[src/rtl/uart_tx_pacote.sv]
// uart_tx_pacote
// Two-byte UART packet transmitter (FPGA -> PC). On a start request while
// idle it latches a code byte and a data byte and sends them back-to-back as
// two frames on the TX line: code first, data second, with no idle gap
// between the frames.
//
// Optional feature macro: UART_TX_PACOTE_PARITY_EN
//   defined   -> 8E1 frames (even parity bit after bit 7), F = 11*CLKS_PER_BIT
//   undefined -> 8N1 frames, F = 10*CLKS_PER_BIT
//
// Parameters:
//   CLKS_PER_BIT       clock cycles per UART bit (>= 2)
// Ports:
//   clock              system clock, rising edge
//   reset              asynchronous, active-high reset
//   iniciarEnvio       start request, sampled only while idle
//   byteCodigo[7:0]    first byte sent (response code)
//   byteDado[7:0]      second byte sent (payload)
//   bitSerialAtualTX   serial line to PC, idles high (registered)
//   indicaTransmissao  high while a packet is in flight (registered)
//   pacoteEnviado      one-cycle pulse after the second stop bit (registered)

module uart_tx_pacote #(
   parameter int CLKS_PER_BIT = 5208
) (
   input  logic       clock,
   input  logic       reset,
   input  logic       iniciarEnvio,
   input  logic [7:0] byteCodigo,
   input  logic [7:0] byteDado,
   output logic       bitSerialAtualTX,
   output logic       indicaTransmissao,
   output logic       pacoteEnviado
);

   localparam int CW = (CLKS_PER_BIT > 1) ? $clog2(CLKS_PER_BIT) : 1;
   localparam logic [CW-1:0] CNT_MAX = CW'(CLKS_PER_BIT - 1);

   typedef enum logic [2:0] {
      S_IDLE,
      S_START,
      S_DATA,
`ifdef UART_TX_PACOTE_PARITY_EN
      S_PARITY,
`endif
      S_STOP
   } state_t;

   state_t          state_reg, state_next;
   logic [CW-1:0]   cnt_reg, cnt_next;
   logic [2:0]      bit_reg, bit_next;
   logic            byte_idx_reg, byte_idx_next;
   logic [7:0]      code_reg, code_next;
   logic [7:0]      data_reg, data_next;
   logic            tx_reg, tx_next;
   logic            busy_reg, busy_next;
   logic            done_reg, done_next;
   logic            cnt_end;
   logic [7:0]      cur_byte;

   assign cnt_end = (cnt_reg == CNT_MAX);

   // State register, plus the registered copies of the outputs.
   always_ff @(posedge clock or posedge reset) begin
      if (reset) begin
         state_reg    <= S_IDLE;
         cnt_reg      <= '0;
         bit_reg      <= '0;
         byte_idx_reg <= 1'b0;
         code_reg     <= '0;
         data_reg     <= '0;
         tx_reg       <= 1'b1;
         busy_reg     <= 1'b0;
         done_reg     <= 1'b0;
      end else begin
         state_reg    <= state_next;
         cnt_reg      <= cnt_next;
         bit_reg      <= bit_next;
         byte_idx_reg <= byte_idx_next;
         code_reg     <= code_next;
         data_reg     <= data_next;
         tx_reg       <= tx_next;
         busy_reg     <= busy_next;
         done_reg     <= done_next;
      end
   end

   // Next-state logic.
   always_comb begin
      state_next    = state_reg;
      cnt_next      = cnt_reg;
      bit_next      = bit_reg;
      byte_idx_next = byte_idx_reg;
      code_next     = code_reg;
      data_next     = data_reg;
      case (state_reg)
         S_IDLE: begin
            cnt_next = '0;
            bit_next = '0;
            if (iniciarEnvio) begin
               code_next     = byteCodigo;
               data_next     = byteDado;
               byte_idx_next = 1'b0;
               state_next    = S_START;
            end
         end
         S_START: begin
            if (cnt_end) begin
               cnt_next   = '0;
               bit_next   = '0;
               state_next = S_DATA;
            end else begin
               cnt_next = cnt_reg + CW'(1);
            end
         end
         S_DATA: begin
            if (cnt_end) begin
               cnt_next = '0;
               if (bit_reg == 3'd7) begin
`ifdef UART_TX_PACOTE_PARITY_EN
                  state_next = S_PARITY;
`else
                  state_next = S_STOP;
`endif
               end else begin
                  bit_next = bit_reg + 3'd1;
               end
            end else begin
               cnt_next = cnt_reg + CW'(1);
            end
         end
`ifdef UART_TX_PACOTE_PARITY_EN
         S_PARITY: begin
            if (cnt_end) begin
               cnt_next   = '0;
               state_next = S_STOP;
            end else begin
               cnt_next = cnt_reg + CW'(1);
            end
         end
`endif
         S_STOP: begin
            if (cnt_end) begin
               cnt_next = '0;
               if (!byte_idx_reg) begin
                  // Second frame starts straight away, no idle gap.
                  byte_idx_next = 1'b1;
                  state_next    = S_START;
               end else begin
                  byte_idx_next = 1'b0;
                  state_next    = S_IDLE;
               end
            end else begin
               cnt_next = cnt_reg + CW'(1);
            end
         end
         default: begin
            state_next = S_IDLE;
         end
      endcase
   end

   // Output logic. Outputs are decoded from the next state and registered,
   // so the line changes in the cycle right after the deciding edge.
   always_comb begin
      cur_byte  = byte_idx_next ? data_next : code_next;
      busy_next = (state_next != S_IDLE);
      done_next = (state_reg == S_STOP) && cnt_end && byte_idx_reg;
      tx_next   = 1'b1;
      case (state_next)
         S_START:  tx_next = 1'b0;
         S_DATA:   tx_next = cur_byte[bit_next];
`ifdef UART_TX_PACOTE_PARITY_EN
         S_PARITY: tx_next = ^cur_byte;
`endif
         default:  tx_next = 1'b1;
      endcase
   end

   assign bitSerialAtualTX  = tx_reg;
   assign indicaTransmissao = busy_reg;
   assign pacoteEnviado     = done_reg;

endmodule

[config.mk]
export PLATFORM = sky130hd
export DESIGN_NAME = uart_tx_pacote
export DESIGN_NICKNAME = d
export VERILOG_FILES = /design/src/rtl/uart_tx_pacote.sv
export SDC_FILE = /design/constraint.sdc
export NUM_CORES = 1
export LEC_CHECK = 0
export CAP_MARGIN = 20
export CELL_PAD_IN_SITES_DETAIL_PLACEMENT = 0
export CELL_PAD_IN_SITES_GLOBAL_PLACEMENT = 1
export CORE_MARGIN = 8
export CORE_UTILIZATION = 40
export CTS_BUF_LIST = sky130_fd_sc_hd__clkbuf_16
export DETAILED_ROUTE_END_ITERATION = 6
export PLACE_DENSITY_LB_ADDON = 0.1
export SLEW_MARGIN = 5
export SYNTH_ARGS = -nofsm -noshare
export SYNTH_HDL_FRONTEND = slang
export SYNTH_SLANG_ARGS = --single-unit
[constraint.sdc]
create_clock -name clock -period 2.1 [get_ports clock]
set_input_delay 0.21 -clock clock [delete_from_list [all_inputs] [get_ports clock]]
set_output_delay 0.21 -clock clock [all_outputs]
set_load 0.01 [all_outputs]
; After elaboration in Yosys (flattened, before gate mapping)
; Cells that the tools add are included.
[op_classes]
n_addsub = 2
n_mux = 25
n_reduce_logical = 6
n_eq_ne = 7
order_cmp = 1
[ops]
columns = cell, count
row1 = 8-bit two-way mux, 5
row2 = 13-bit one-hot mux with 2 select lines, 1
row3 = 3-bit two-way mux, 8
row4 = "13-bit by 1-bit adder with 13-bit output, second input constant", 1
row5 = "13-bit == test, second input constant", 1
row6 = 13-bit two-way mux, 1
row7 = 3-bit one-hot mux with 4 select lines, 1
row8 = "3-bit by 2-bit == test with 1-bit output, second input constant", 3
row9 = 3-bit one-hot mux with 3 select lines, 1
row10 = "3-bit by 1-bit == test with 1-bit output, second input constant", 2
row11 = 1-bit two-way mux, 5
row12 = "3-bit by 4-bit < comparator with 1-bit output, second input constant", 1
row13 = 1-bit one-hot mux with 2 select lines, 2
row14 = "3-bit by 1-bit adder with 3-bit output, second input constant", 1
row15 = 1-bit binary-select mux with 3-bit select, 1
row16 = "3-bit == test, second input constant", 1
row17 = 3-bit logical NOT, 1
row18 = 3-bit nonzero test, 1
row19 = 3-bit OR reduction, 1
row20 = 1-bit logical AND, 2
row21 = 2-bit nonzero test, 1
[word_totals]
reg_bits = 39
out_inout_bits = 3

; Logic depth before layout (Yosys ltp)
[logic_depth]
word_depth = 7
depth_mapped = 9

; Worst setup path after synthesis
; No wires, ideal clock.
[synth_path]
kind = register to register
from = reg cnt_reg[0]
to = reg tx_reg, in the netlist bitSerialAtualTX
n_path_buf = 0
arrival_ns = 2.154
slack_ns = -0.135
stages_incl_launch_ff = 10
t_required_ns = 2.019
path_cell_list = dfrtp_1 ha_1 and4bb_2 nand4b_1 a221o_1 a21oi_2 inv_2 o311ai_2 a211oi_1 a211oi_2
[synth_between]
word_cells_on_any_way = 16
[synth_rtl]
columns = element, line
row1 = start: declaration, 50  ; logic [CW-1:0] cnt_reg, cnt_next;
row2 = start signal: assignment, 77  ; cnt_reg <= cnt_next;
row3 = 13-bit == test (*), 61  ; assign cnt_end = (cnt_reg == CNT_MAX);
row4 = 3-bit two-way mux (on tied branches), "117, 108"
row5 = 3-bit one-hot mux with 3 select lines (*), 96  ; case (state_reg)
row6 = net bit_next[0], 51  ; logic [2:0] bit_reg, bit_next;
row7 = 1-bit binary-select mux with 3-bit select (*), 172  ; S_DATA: tx_next = cur_byte[bit_next];
row8 = 1-bit two-way mux (implied by the code) (*), 172
row9 = 1-bit one-hot mux with 2 select lines (*), 170  ; case (state_next)
row10 = net tx_next, 55  ; logic tx_reg, tx_next;
row11 = end signal: assignment, 82  ; tx_reg <= tx_next;
row12 = end: declaration, 55
; The timed path passes the listed nets; every way through them passes the cells marked *. The select of a mux whose other input is x is not followed.
; A chain may end at the register's enable or synchronous reset.

; Worst setup path in the final report
; Same ends and word-level chain as after synthesis.

==> reports/summary.txt <==
Max-Cap Viols = 0
Synth warn = 0
Share of layout cells above drive strength 1 = 34.0%
Die height = 87.2 um
Synth top area cells = dfrtp_1, mux2_2, mux2i_1
Die Wd = 87.2 um
Post-CTS Hold Buffers = 0
Achievable frequency = 440 MHz
Core Box Area = 0.00501 mm^2
Vias per cell = 5.16
Share of the yosys chip area belonging to registers = 48.2%
Pwr dens = 690 mW/mm^2
# H-tree levels = 2
R2R Path Start = cnt_reg[0]
Clock-pin transition on the worst setup and hold timing paths = 0.06 ns
Ys flop type = dfrtp_1
ANT cells = 0
Final Setup Violations = 1
Vias in the first global route = 1,724
Setup CP Type = flop to flop
TritonCTS clock tree = yes
Final setup margin = -0.171 ns
Drc violations = 0
Buffers on Ports = 21
Drt pass-1 iters = 4
DR iter-0 viols = 57
CP endpoint kind = flop
CP startpoint kind = flop
Static leakage = 1.20 nW
CTS Sinks = 39
Fin. Hold Viols = 0
Asr flop ratio synth = 100%
GP Congestion = 0.830
FF-to-FF End = bitSerialAtualTX
Reg2Reg Setup Slack = -0.17 ns
Min-Delay Path Class = primary input to async pin
Reg2reg path depth = 9
Global route total overflow = 0
Most common cell in the netlist = dfrtp_1
Max FO, Critical Path = 5
Pins Over Slew Limit = 0
Clock Path Buffers = 2
Final cell utilization of the core = 56.5%
Syn Inst Count = 183
Status = finished, violations left
EDFF count, synth = 0
WL/cell = 15.1 um
Worst path arrival time = 2.47 ns
Fill count = 448
Initial antenna violation count = 0
GRT Total Usage = 13.6%
Final Cycle Share = 108%
Worst Clk Skew = 0.00458 ns
Routed WL = 4700 um
Failing checks = setup timing
Clk_lat worst skew = 0.28 ns
Distinct cells, synth = 47
Commonest cells in the synthesized netlist = dfrtp_1, o21ai_1, mux2_2, nand2_1, nor2_1
Post-route ant nets = 0
Clock buffer count from CTS = 5
Largest area contributor in the synthesized netlist = dfrtp_1
Syn-to-layout area delta = 39.8%
Initial core utilization = 40.4%
Fin crit period = 2.27 ns
Yosys top cell area share = 46.9%
Via count = 1,604
Total Power = 0.00195 W
I/O Pins = 22
Worst VDD drop = 0.482 mV
RSZ-0062 raised after global routing = yes
Placed Cells = 301
Synthesized cell area = 0.00203 mm^2
CP Data Required Time = 2.30 ns
Die area = 0.00760 mm^2
Synthesized Nets = 204
Largest net degree at the start of global routing = 40
Layout Cells excl Fill = 311
Mapped Avg Cell Area = 11.1 um^2
Rows = 26
HPWL Detailed = 3550 um
Clock root buffer = clkbuf_16
First-pass GRT wire length = 8050 um
Max reg flops = 13
Final #Nets = 261
Seq cells post-synth = 39
==> cells by family after synthesis <==
group / share of synthesized area (%)
other cells: 0.185
compound gates: 13.8
fa+ha+maj: 1.24
xor+xnor: 0.865
buf+inv: 2.59
mux: 14.9
simple gates: 18.1
flops: 48.2
==> area by class of cell <==
| type | instances | area [um^2] | area share [%] |
|---|---|---|---|
| clock buffer | 5 | 125 | 4.42 |
| sequential | 39 | 977 | 34.5 |
| clock inverter | 3 | 41.3 | 1.46 |
| tap | 70 | 87.6 | 3.09 |
| inverter | 4 | 15.0 | 0.530 |
| multi-input combinational | 132 | 1080 | 38.2 |
| timing repair buffer | 58 | 504 | 17.8 |
==> worst max-delay path, stage by stage (launching register included) <==
cell and delay, ns:
dfrtp_1 0.38, ha_4 0.16, and4bb_2 0.28, nand4b_1 0.12
a221o_1 0.44, a21oi_2 0.20, inv_2 0.11, o311ai_4 0.25
a211oi_2 0.06, a211oi_2 0.19
==> layout by cell type (no fill, tap or decap), types with 2 or more instances in the layout <==
master / count
mux2_2: 16
mux2i_1: 9
inv_1: 4
nand2_1: 13
and4bb_2: 3
a31oi_2: 2
nor3_1: 2
nor3b_1: 2
and3_1: 5
o21ai_0: 2
a211oi_2: 3
nand3_1: 3
buf_4: 35
dfrtp_1: 38
nand2b_1: 3
clkbuf_16: 5
a41oi_1: 2
nor2_1: 12
a21o_1: 2
o21ai_1: 20
nand4_1: 4
clkdlybuf4s50_1: 21
and4bb_1: 2
xor2_1: 2
==> what timing repair did <==
| item | 4_1_cts | 5_1_grt |
|---|---|---|
| buffers inserted | 0 | 2 |
| pin swaps | 1 | 5 |
| gates resized for setup | 4 | 8 |
| setup endpoints to repair | 1 | 8 |
==> worst max path at each step <==
stage	startpoint	endpoint	slack [ns]	cells after the start
after floorplan	state_reg[2]	bitSerialAtualTX	0.01	8
after global placement	iniciarEnvio	bitSerialAtualTX	-0.18	8
after detailed placement	cnt_reg[1]	bitSerialAtualTX	-0.25	8
after CTS	cnt_reg[1]	bitSerialAtualTX	-0.18	8
after global routing	cnt_reg[1]	bitSerialAtualTX	-0.29	9
final	cnt_reg[0]	bitSerialAtualTX	-0.17	9
==> power by group <==
part | switching [W] | total, W | internal [W]
Sequential | 0.0000231 | 0.000843 | 0.000820
Clock | 0.000300 | 0.000856 | 0.000556
Combinational | 0.000115 | 0.000255 | 0.000141
==> metrics by stage <==
stage | worst slack, ns | hold WS [ns] | cell area [um^2] | TNS [ns]
6_report | -0.171 | 0.361 | 2830 | -0.171
5_1_grt | -0.293 | 0.420 | 2830 | -0.293
4_1_cts | -0.177 | 0.394 | 2770 | -0.177
3_5_place_dp | -0.246 | 0.488 | 2580 | -0.246
3_3_place_gp | -0.180 | 0.481 | 2580 | -0.180
2_1_floorplan | 0.0140 | 0.378 | 2050 | 0
==> per-layer routing <==
metal	track usage (%)	wire (um)
met1	15.3	2010
met2	24.2	2520
met3	3.40	117
met4	4.38	51
met5	0	0
Power figures use the tool's default switching activity.
